[config.mk]
export PLATFORM = sky130hd
export DESIGN_NAME = conv_temperatura
export DESIGN_NICKNAME = d
export VERILOG_FILES = /design/src/rtl/conv_temperatura.sv
export SDC_FILE = /design/constraint.sdc
export NUM_CORES = 1
export LEC_CHECK = 0
export ABC_AREA = 1
export BUFFER_PORTS_ARGS = -buffer_cell sky130_fd_sc_hd__buf_4
export CAP_MARGIN = 20
export CELL_PAD_IN_SITES_DETAIL_PLACEMENT = 1
export CELL_PAD_IN_SITES_GLOBAL_PLACEMENT = 1
export CORE_AREA = 3 3 203 106
export CTS_CLUSTER_DIAMETER = 120
export DETAILED_ROUTE_END_ITERATION = 12
export DIE_AREA = 0 0 206 109
export MAX_ROUTING_LAYER = met4
export PLACE_DENSITY_LB_ADDON = 0.2
export SYNTH_ARGS = -nofsm -noshare
export SYNTH_HDL_FRONTEND = slang
export SYNTH_SLANG_ARGS = --single-unit
[constraint.sdc]
create_clock -name clk -period 3.6 [get_ports clk]
set_input_delay 0.18 -clock clk [delete_from_list [all_inputs] [get_ports clk]]
set_output_delay 0.18 -clock clk [all_outputs]
set_load 0.01 [all_outputs]
[src/rtl/conv_temperatura.sv]
// conv_temperatura: converts a raw temperature-sensor ADC code into Celsius and
// Fahrenheit integers for the 4-digit display stage. A shift-add multiply
// produces Celsius, then a restoring divide by 5 derives Fahrenheit from it.
// Handshake: a request is taken on any rising edge where dato_valid=1 and the
// FSM is IDLE; listo then pulses for one cycle when new numeroC/numeroF are
// visible. A request seen while busy is dropped and sets the sticky overrun flag.
module conv_temperatura #(
    parameter int ADC_W       = 12,
    parameter int SCALE_NUM   = 330,
    parameter int SCALE_SHIFT = 12,
    parameter int MAX_OUT     = 999
) (
    input  logic             clk,
    input  logic             reset,
    input  logic [ADC_W-1:0] dato_adc,
    input  logic             dato_valid,
    output logic [9:0]       numeroC,
    output logic [9:0]       numeroF,
    output logic             busy,
    output logic             listo,
    output logic             overrun,
    output logic [1:0]       fsm_state
);

    localparam int ACC_W = ADC_W + 16;

    typedef enum logic [1:0] {IDLE = 2'd0, MULT = 2'd1, DIVF = 2'd2, DONE = 2'd3} state_t;

    state_t           state, state_next;
    logic             busy_d, listo_d;
    logic [5:0]       cnt;
    logic [ADC_W-1:0] mplier;
    logic [ACC_W-1:0] addend;
    logic [ACC_W-1:0] acc;
    logic [13:0]      dividend;
    logic [13:0]      quot;
    logic [3:0]       rem;

    logic [ACC_W-1:0] c_raw;
    logic [9:0]       c_sat;
    logic [4:0]       rem_sh;
    logic             q_bit;
    logic [3:0]       rem_next;
    logic [13:0]      f_raw;
    logic [9:0]       f_sat;

    assign fsm_state = state;

    // Saturated Celsius from the finished product, and one restoring-division step.
    always_comb begin
        c_raw    = acc >> SCALE_SHIFT;
        c_sat    = (c_raw > ACC_W'(MAX_OUT)) ? 10'(MAX_OUT) : c_raw[9:0];
        rem_sh   = {rem, dividend[13]};
        q_bit    = (rem_sh >= 5'd5);
        rem_next = q_bit ? 4'(rem_sh - 5'd5) : rem_sh[3:0];
        f_raw    = quot + 14'd32;
        f_sat    = (f_raw > 14'(MAX_OUT)) ? 10'(MAX_OUT) : f_raw[9:0];
    end

    // Next-state logic. DIVF spends its first cycle (cnt==0) loading c*9, then
    // 14 cycles on quotient bits, so listo lands ADC_W+16 edges after acceptance.
    always_comb begin
        state_next = state;
        case (state)
            IDLE: if (dato_valid) state_next = MULT;
            MULT: if (cnt == 6'(ADC_W - 1)) state_next = DIVF;
            DIVF: if (cnt == 6'd14) state_next = DONE;
            DONE: state_next = IDLE;
            default: state_next = IDLE;
        endcase
    end

    // Next values of the registered status outputs.
    always_comb begin
        busy_d  = (state_next != IDLE);
        listo_d = (state == DONE);
    end

    // State register, datapath and output registers; reset discards any work in flight.
    always_ff @(posedge clk) begin
        if (!reset) begin
            state    <= IDLE;
            busy     <= 1'b0;
            listo    <= 1'b0;
            overrun  <= 1'b0;
            numeroC  <= '0;
            numeroF  <= '0;
            cnt      <= '0;
            mplier   <= '0;
            addend   <= '0;
            acc      <= '0;
            dividend <= '0;
            quot     <= '0;
            rem      <= '0;
        end else begin
            state <= state_next;
            busy  <= busy_d;
            listo <= listo_d;
            if (dato_valid && state != IDLE) overrun <= 1'b1;
            case (state)
                IDLE: begin
                    if (dato_valid) begin
                        mplier <= dato_adc;
                        addend <= ACC_W'(SCALE_NUM);
                        acc    <= '0;
                        cnt    <= '0;
                    end
                end
                MULT: begin
                    if (mplier[0]) acc <= acc + addend;
                    addend <= addend << 1;
                    mplier <= mplier >> 1;
                    cnt    <= (cnt == 6'(ADC_W - 1)) ? 6'd0 : cnt + 6'd1;
                end
                DIVF: begin
                    if (cnt == 6'd0) begin
                        dividend <= {4'd0, c_sat} * 14'd9;
                        rem      <= '0;
                        quot     <= '0;
                    end else begin
                        rem      <= rem_next;
                        dividend <= dividend << 1;
                        quot     <= {quot[12:0], q_bit};
                    end
                    cnt <= cnt + 6'd1;
                end
                DONE: begin
                    numeroC <= c_sat;
                    numeroF <= f_sat;
                end
                default: ;
            endcase
        end
    end

endmodule

Word level (Yosys, flattened, before mapping)
Index checks and enable logic that the tools add are counted.
{"block": "op_classes", "reduce_logical": 10, "add_sub_neg": 4, "n_lt_le_gt_ge": 3, "n_mux": 20, "multipliers": 1, "eq_ne": 7}
{"cell": "$pmux W28 S2", "count": 2}
{"cell": "$mux W28", "count": 3}
{"cell": "$add A28 B28 Y28", "count": 1}
{"cell": "$mux W14", "count": 2}
{"cell": "$pmux W12 S2", "count": 1}
{"cell": "$mux W10", "count": 2}
{"cell": "$pmux W6 S3", "count": 1}
{"cell": "$gt A16 B10 Y1 const B", "count": 1}
{"cell": "$add A14 B6 Y14 const B", "count": 1}
{"cell": "$gt A14 B10 Y1 const B", "count": 1}
{"cell": "$mul A10 B4 Y14 const B", "count": 1}
{"cell": "$eq A6 B4 Y1 const B", "count": 2}
{"cell": "$mux W12", "count": 1}
{"cell": "$mux W6", "count": 2}
{"cell": "$mux W4", "count": 2}
{"cell": "$pmux W2 S4", "count": 1}
{"cell": "$add A6 B1 Y6 const B", "count": 1}
{"cell": "$logic_not A6 Y1", "count": 1}
{"cell": "$mux W2", "count": 3}
{"cell": "$reduce_bool A2 Y1", "count": 3}
{"cell": "$ge A5 B3 Y1 const B", "count": 1}
{"cell": "$eq A2 B2 Y1 const B", "count": 2}
{"cell": "$ne A2 B2 Y1 const B", "count": 2}
{"cell": "$reduce_and A2 Y1", "count": 2}
{"cell": "6 further kinds", "count": 6}
{"block": "word_totals", "output_inout_bits": 25, "register_bits": 131, "wordCells": 58, "inputBits": 15}

Logic depth before layout (Yosys ltp)
Gate-level depths: netlist of the first run.
{"block": "depth", "word_depth": 4, "mapped_depth": 19, "ltp_nobuf": 19}

Worst setup path after synthesis of the first run
Ideal clock, no wire load.
{"block": "synth_timing", "path_type": "register to register", "start": "reg acc[27]", "end": "reg dividend[8]", "synth_period_minus_slack_ps": 2485, "path_buffers": 0, "setup_time_ps": 128, "t_arrival_ps": 2358, "setup_slack_ps": 1115, "stages_incl_launch_ff": 16, "required_time_ps": 3472, "cell_sequence": "dfxtp_1 nor2_1 nand2_1 nor3_2 nand2_2 inv_4 nand2_1 nor2_1 nor2_1 ha_1 fa_1 nand3_1 nand2_1 or2_2 a21oi_1 nor2_1"}
{"block": "synth_via", "elab_chain_len": 4}
{"item": "start: declaration", "line_no": "34", "source": "logic [ACC_W-1:0] acc;"}
{"item": "start signal: assignment", "line_no": "110", "source": "if (mplier[0]) acc <= acc + addend;"}
{"item": "$gt A16 B10 Y1", "line_no": "52", "source": "c_sat = (c_raw > ACC_W'(MAX_OUT)) ? 10'(MAX_OUT) : c_raw[9:0];"}
{"item": "$mux W10", "line_no": "52"}
{"item": "$mul A10 B4 Y14", "line_no": "117", "source": "dividend <= {4'd0, c_sat} * 14'd9;"}
{"item": "$mux W14", "line_no": "116", "source": "if (cnt == 6'd0) begin"}
{"item": "end signal: assignment", "line_no": "117"}
{"item": "end signal: assignment", "line_no": "122", "source": "dividend <= dividend << 1;"}
{"item": "end: declaration", "line_no": "35", "source": "logic [13:0] dividend;"}
No other way between the ends.
A chain may end at the register's enable or synchronous reset.

Worst setup path after layout of the first run
Ends and elaborated chain as after synthesis.

==> run_results.csv, run 1 <==
group,metric,value,unit
floorplanning,dieArea,0.02245,mm²
layout,nFillCells,2585,
power,p_leak,4.192,nW
floorplanning,coreArea,0.01955,mm²
placed_design,place_hpwl,16720,µm
synth,yosysUniqueCellTypes,49,
timing,min_period,3.019,ns
synth,synth_area_per_cell,6.661,µm²
layout,seq_area,0.002582,mm²
layout,synthToLayoutAreaGrowth,13.19,%
global_route,antenna_found_initial,0,
placed_design,place_worst_setup_slack,0.6447,ns
routing,drtPass1Iterations,4,
synth,synth_cells,1179,
worst_setup_path,r2r_end,"dividend[8]",
routing,wl_per_cell,15.41,µm
timing,rsz0062_at_grt,"false",
synth,synth_area_leaders,"dfxtp_1, nand2_1, a21oi_1, ha_1, inv_1",
floorplanning,die_y,109,µm
routing,vias,7579,
layout,nets,1270,
synth,async_flop_share,0,%
worst_setup_path,arrival,3.32,ns
clock_tree,tritoncts,"built",
flow_run,cap_viol_max_count,0,
layout,final_cell_mix,"nand2_1, inv_1, dfxtp_1",
min_path,holdCritPathClass,"input pin to flip-flop",
routing,drc_errors,0,
min_path,hp-start,"dato_adc[4]",
synth,synth_area,0.007854,mm²
power,power_density,384.4,mW/mm²
worst_setup_path,r2r_slack,0.58,ns
synth,yosysTopAreaCellShare,32.88,%
global_route,grt_first_pass_wirelength,38250,µm
routing,vias_per_cell,5.104,
timing,timing.final.ws_setup,0.5806,ns
synth,ys_seq_area_share,32.88,%
worst_setup_path,cp-start-kind,"flip-flop",
timing,max_freq,331.2,MHz
clock_tree,cts_inserted_buffers,17,
clock_tree,cts_resized,0,
timing,finalCritPeriodShare,83.87,%
global_route,grt_max_degree,56,
routing,drtIter0Drc,361,
worst_setup_path,crit_fanout,8,
global_route,track_usage,21.88,%
clock_tree,post_cts_buffers,0,
clock_tree,clk_pin_slew_worst_paths,0.06,ns
power,ir_drop,0.0002287,V
worst_setup_path,worst_r2r_startpoint,"acc[27]",
synth,ys_seq_elements,129,
floorplanning,num_io_pins,40,
worst_setup_path,worstSetupPathType,"flip-flop to flip-flop",
worst_setup_path,crit_required,3.90,ns
synth,synth-edff-count,0,
layout,antenna_cells,0,
clock_tree,cts-htree-levels,4,
synth,syn-num-nets,1243,
worst_setup_path,cp-end-kind,"flip-flop",
clock_tree,clock_latency,0.44,ns
floorplanning,start_util,40.18,%
timing,worstMarginPinSlew,0.8104,ns
routing,drt_wl_total,22880,µm
timing,tns,0,ns
min_path,holdPathEnd,"mplier[4]",
global_route,overflow,0,
clock_tree,cts_hold_buf,0,
timing,fin_skew,0.009724,ns
placed_design,gp_congestion,0.8860,
worst_setup_path,r2r_cells,15,
synth,ys_warn_count,0,
layout,multi_input_area,0.004471,mm²
run_status,status,"finished clean",
global_route,first_global_vias,7782,
layout,final_common_cell,"nand2_1",
timing,slew_headroom,45.89,%
routing,final_antenna_net_count,0,
clock_tree,clock_tree.root_cell,"clkbuf_16",
clock_tree,clock_sinks,129,
timing,drv_slew,0,
layout,utilization,45.47,%
min_path,whs_path_depth,3,
floorplanning,die-width,206,µm
floorplanning,rows,36,
layout,drive_above_1_share,11.98,%
timing,hold_viol,0,
clock_tree,cts_buffer_depth,2,
placed_design,place.port_buffers,39,
synth,synthFlopType,"dfxtp_1",
synth,yosysTopAreaCell,"dfxtp_1",
timing,setup_violations,0,
sequential cells by signal, summed over array words and instances, names as in the netlist, 4 cells and up:
name,cells
acc,27
addend,27
cnt,6
dividend,14
mplier,12
numeroC,10
numeroF,10
quot,14
rem,4
report_power, final:
part | internal, mW | switching [mW] | leakage (nW)
Clock | 0.969 | 0.703 | 0.271
Combinational | 0.0779 | 0.184 | 2.88
Sequential | 1.46 | 0.0226 | 1.04
metrics by stage:
step / power [mW] / hold WS, ns / area, µm² / cells
floorplan: 1.704 / 0.3247 / 7854 / 1179
global placement: 1.770 / 0.4537 / 8334 / 1453
detailed placement: 1.777 / 0.4646 / 8334 / 1453
CTS: 3.449 / 0.006686 / 8890 / 1485
global route: 3.558 / 0.007826 / 8890 / 1485
finish: 3.418 / 0.01956 / 8890 / 1485
how the worst max path moves through the flow:
stage	endpoint	from	slack (ns)	cells past startpoint
2_1_floorplan	dividend[8]	acc[27]	1.11	15
3_3_place_gp	dividend[8]	acc[27]	0.71	15
3_5_place_dp	dividend[8]	acc[27]	0.64	15
4_1_cts	dividend[8]	acc[27]	0.61	15
5_1_grt	dividend[12]	acc[27]	0.38	18
6_report	dividend[8]	acc[27]	0.58	15
area by class of cell:
cell class / count / share of cell area (%)
Clock buffer: 20 / 5.025
Clock inverter: 12 / 1.224
Inverter: 162 / 6.981
Multi-Input combinational cell: 854 / 50.29
Sequential cell: 129 / 29.05
Tap cell: 266 / 3.744
Timing Repair Buffer: 42 / 3.688
synthesized netlist by cell type (2+ instances only):
cell type and count:
a211oi_1 2, nand4_1 19, clkinv_1 2, a31oi_1 21, fa_1 2, nand3b_1 5
clkbuf_1 18, nand4_2 2, nor2_2 9, nor4_1 2, nand2_4 2, o21bai_1 2
inv_2 10, nand2_2 16, nand3_2 6, ha_1 47, or2_2 7, buf_4 2
buf_1 3, a21boi_1 3, nor2_1 72, o211ai_1 2, o22ai_1 4, nand3_1 58
dfxtp_1 129, inv_4 5, inv_1 145, o21ai_1 5, buf_2 6, or2_1 2
nor2_8 3, xor2_1 6, buf_6 5, nand2_1 370, nor3_1 5, nor2_4 4
a21oi_2 2, nor3_2 4, o21a_1 3, a21oi_1 120, o21ai_0 41
logic make-up (layout without fill, tap and decap cells):
| group | Yosys count | in the layout | share of synthesized area, % |
|---|---|---|---|
| adder cells (fa/ha/maj) | 49 | 49 | 7.997 |
| XOR/XNOR | 6 | 6 | 0.6691 |
| flip-flops | 129 | 129 | 32.88 |
| buffers and inverters | 196 | 236 | 10.20 |
| AND/OR/NAND/NOR | 589 | 589 | 33.68 |
| AO/OA/AOI/OAI | 210 | 210 | 14.58 |
layer usage:
metal | track usage, % | part of all wire [%] | vias to the layer above
li1 | - | - | 3846
met1 | 27.52 | 50 | 3643
met2 | 36.52 | 46 | 68
met3 | 4.026 | 2.7 | 22
met4 | 5.902 | 1.1 | 0
met5 | - | 0 | -
worst max-delay path, cell delays in order (launching register included):
cell,delay [ns]
dfxtp_1,0.33
nor2_1,0.12
nand2_1,0.09
nor3_2,0.25
nand2_2,0.18
inv_4,0.14
nand2_1,0.11
nor2_1,0.24
nor2_1,0.09
ha_1,0.23
fa_1,0.44
nand3_1,0.11
nand2_1,0.07
or2_2,0.28
a21oi_1,0.15
nor2_1,0.05
(Power assumes the default switching activity.)
==> run 2, diff against run 1 <==
==> constraint.sdc (replaced) <==
create_clock -name clk -period 2.8 [get_ports clk]
set_input_delay 0.14 -clock clk [delete_from_list [all_inputs] [get_ports clk]]
set_output_delay 0.14 -clock clk [all_outputs]
set_load 0.01 [all_outputs]
==> run 2 against run 1 <==
  * Core utilization rose by 2.4 points
  * Flip-flop and latch count did not move
  * Total power rose by 29%
  * Combinational power rose by 36%
  * Critical endpoint is now dividend[12]
==> run_results.csv, run 2 (synthesis results as in run 1) <==
group,metric,value,unit
timing,setup_violations,0,
routing,drc_errors,0,
clock_tree,clk_pin_slew_worst_paths,0.06,ns
floorplanning,num_io_pins,40,
timing,slew_headroom,54.54,%
timing,drv_slew,0,
floorplanning,die-width,206,µm
worst_setup_path,r2r_slack,0.02,ns
clock_tree,clock_latency,0.43,ns
layout,drive_above_1_share,15.69,%
power,power_density,469.9,mW/mm²
layout,nets,1299,
layout,utilization,47.88,%
floorplanning,dieArea,0.02245,mm²
placed_design,place_worst_setup_slack,-0.05885,ns
timing,hold_viol,0,
clock_tree,tritoncts,"built",
worst_setup_path,crit_fanout,7,
floorplanning,rows,36,
placed_design,dpl.cell_count,1463,
clock_tree,clock_sinks,129,
layout,stdcell_area,0.009360,mm²
flow_run,cap_viol_max_count,0,
placed_design,place_hpwl,16910,µm
global_route,grt_max_degree,56,
global_route,track_usage,22.41,%
layout,multi_input_area,0.004696,mm²
floorplanning,coreArea,0.01955,mm²
layout,final_common_cell,"nand2_1",
timing,tns,0,ns
worst_setup_path,crit_required,3.12,ns
routing,drt_wl_total,23600,µm
timing,min_period,2.783,ns
min_path,holdCritPathClass,"input pin to flip-flop",
global_route,first_global_vias,8053,
routing,vias,7750,
timing,finalCritPeriodShare,99.38,%
worst_setup_path,r2r_end,"dividend[12]",
timing,worstMarginPinSlew,0.6810,ns
timing,rsz0062_at_grt,"true",
clock_tree,cts_buffer_depth,2,
placed_design,place_area,0.008409,mm²
placed_design,gp_congestion,0.9280,
placed_design,place.port_buffers,39,
min_path,hp-start,"dato_adc[10]",
power,p_leak,4.329,nW
routing,final_antenna_net_count,0,
layout,seq_area,0.002590,mm²
worst_setup_path,arrival,3.11,ns
timing,fin_skew,0.01012,ns
worst_setup_path,r2r_cells,18,
layout,nFillCells,2537,
worst_setup_path,worst_r2r_startpoint,"acc[26]",
clock_tree,cts_inserted_buffers,17,
clock_tree,clock_tree.root_cell,"clkbuf_16",
layout,layout.cells.non_filler,1509,
global_route,overflow,0,
routing,wl_per_cell,15.64,µm
power,ir_drop,0.0003481,V
layout,synthToLayoutAreaGrowth,19.18,%
run_status,status,"finished clean",
routing,vias_per_cell,5.136,
worst_setup_path,cp-start-kind,"flip-flop",
worst_setup_path,worstSetupPathType,"flip-flop to flip-flop",
layout,antenna_cells,0,
routing,drtIter0Drc,400,
floorplanning,start_util,40.18,%
timing,max_freq,359.4,MHz
global_route,grt_first_pass_wirelength,39360,µm
clock_tree,cts-htree-levels,4,
layout,final_cell_mix,"nand2_1, inv_1, dfxtp_1",
timing,timing.final.ws_setup,0.01748,ns
worst_setup_path,cp-end-kind,"flip-flop",
global_route,antenna_found_initial,0,
min_path,holdPathEnd,"mplier[10]",
routing,drtPass1Iterations,4,
layout,top_regs,"acc x27, addend x27",
floorplanning,die_y,109,µm
min_path,whs_path_depth,3,
==> run 2: worst max-delay path, stage by stage (launching register included) <==
cell and delay, ns:
dfxtp_2 0.33, nor2_2 0.12, nand2_2 0.09, nor3_4 0.26, nand2_4 0.18, inv_8 0.13, nand2_4 0.08, nor2_4 0.13
nor2_2 0.06, ha_4 0.17, fa_2 0.40, nand4_1 0.11, o211ai_1 0.17, nand2_1 0.13, nand2_2 0.06, nand3_1 0.08
nand3_1 0.07, nand2_1 0.06, inv_1 0.04
==> run 2: stage by stage <==
step	total power, mW	hold WS (ns)
2_1_floorplan	2.191	0.2847
3_3_place_gp	2.278	0.4202
3_5_place_dp	2.289	0.4284
4_1_cts	4.452	0.001457
5_1_grt	4.566	0.03813
6_report	4.399	0.009614
==> run 2: worst max path at each step <==
stage | to | slack [ns] | from | depth (start not counted)
after floorplan | dividend[8] | 0.31 | acc[27] | 15
after global placement | dividend[12] | 0.02 | acc[27] | 18
after global routing | dividend[12] | -0.19 | acc[26] | 18
final | dividend[12] | 0.02 | acc[26] | 18
after CTS | dividend[12] | 0.005 | acc[24] | 18
after detailed placement | dividend[12] | -0.06 | acc[24] | 18
==> run 2: final cells by class <==
class                   count  area share, %
clock buffers              20          4.772
clock inverters             7         0.9624
inverters                 162          6.684
multi-input cells         854          50.17
flip-flops and latches    129          27.67
well taps                 266          3.556
repair buffers             71          6.189
==> run 2: report_power, final <==
part	internal (mW)	switching, mW
registers	1.88	0.0296
logic	0.114	0.242
clock network	1.30	0.835
total	3.29	1.11
==> run 2: timing repair <==
item                                    4_1_cts  5_1_grt
buffers inserted                              0        7
hold endpoints to repair                     12        0
pin swaps                                     0       18
endpoints found under the setup margin        4        7
hold buffers                                 12        0
resized for setup                             2       54
==> run 2: routing by layer <==
layer  part of all wire [%]  up-vias  track usage [%]
met5                      0        -                -
met4                    1.4        0            5.660
met3                    3.3       27            4.146
met2                     46      105            37.30
met1                     49     3721            28.42
li1                       -     3897                -
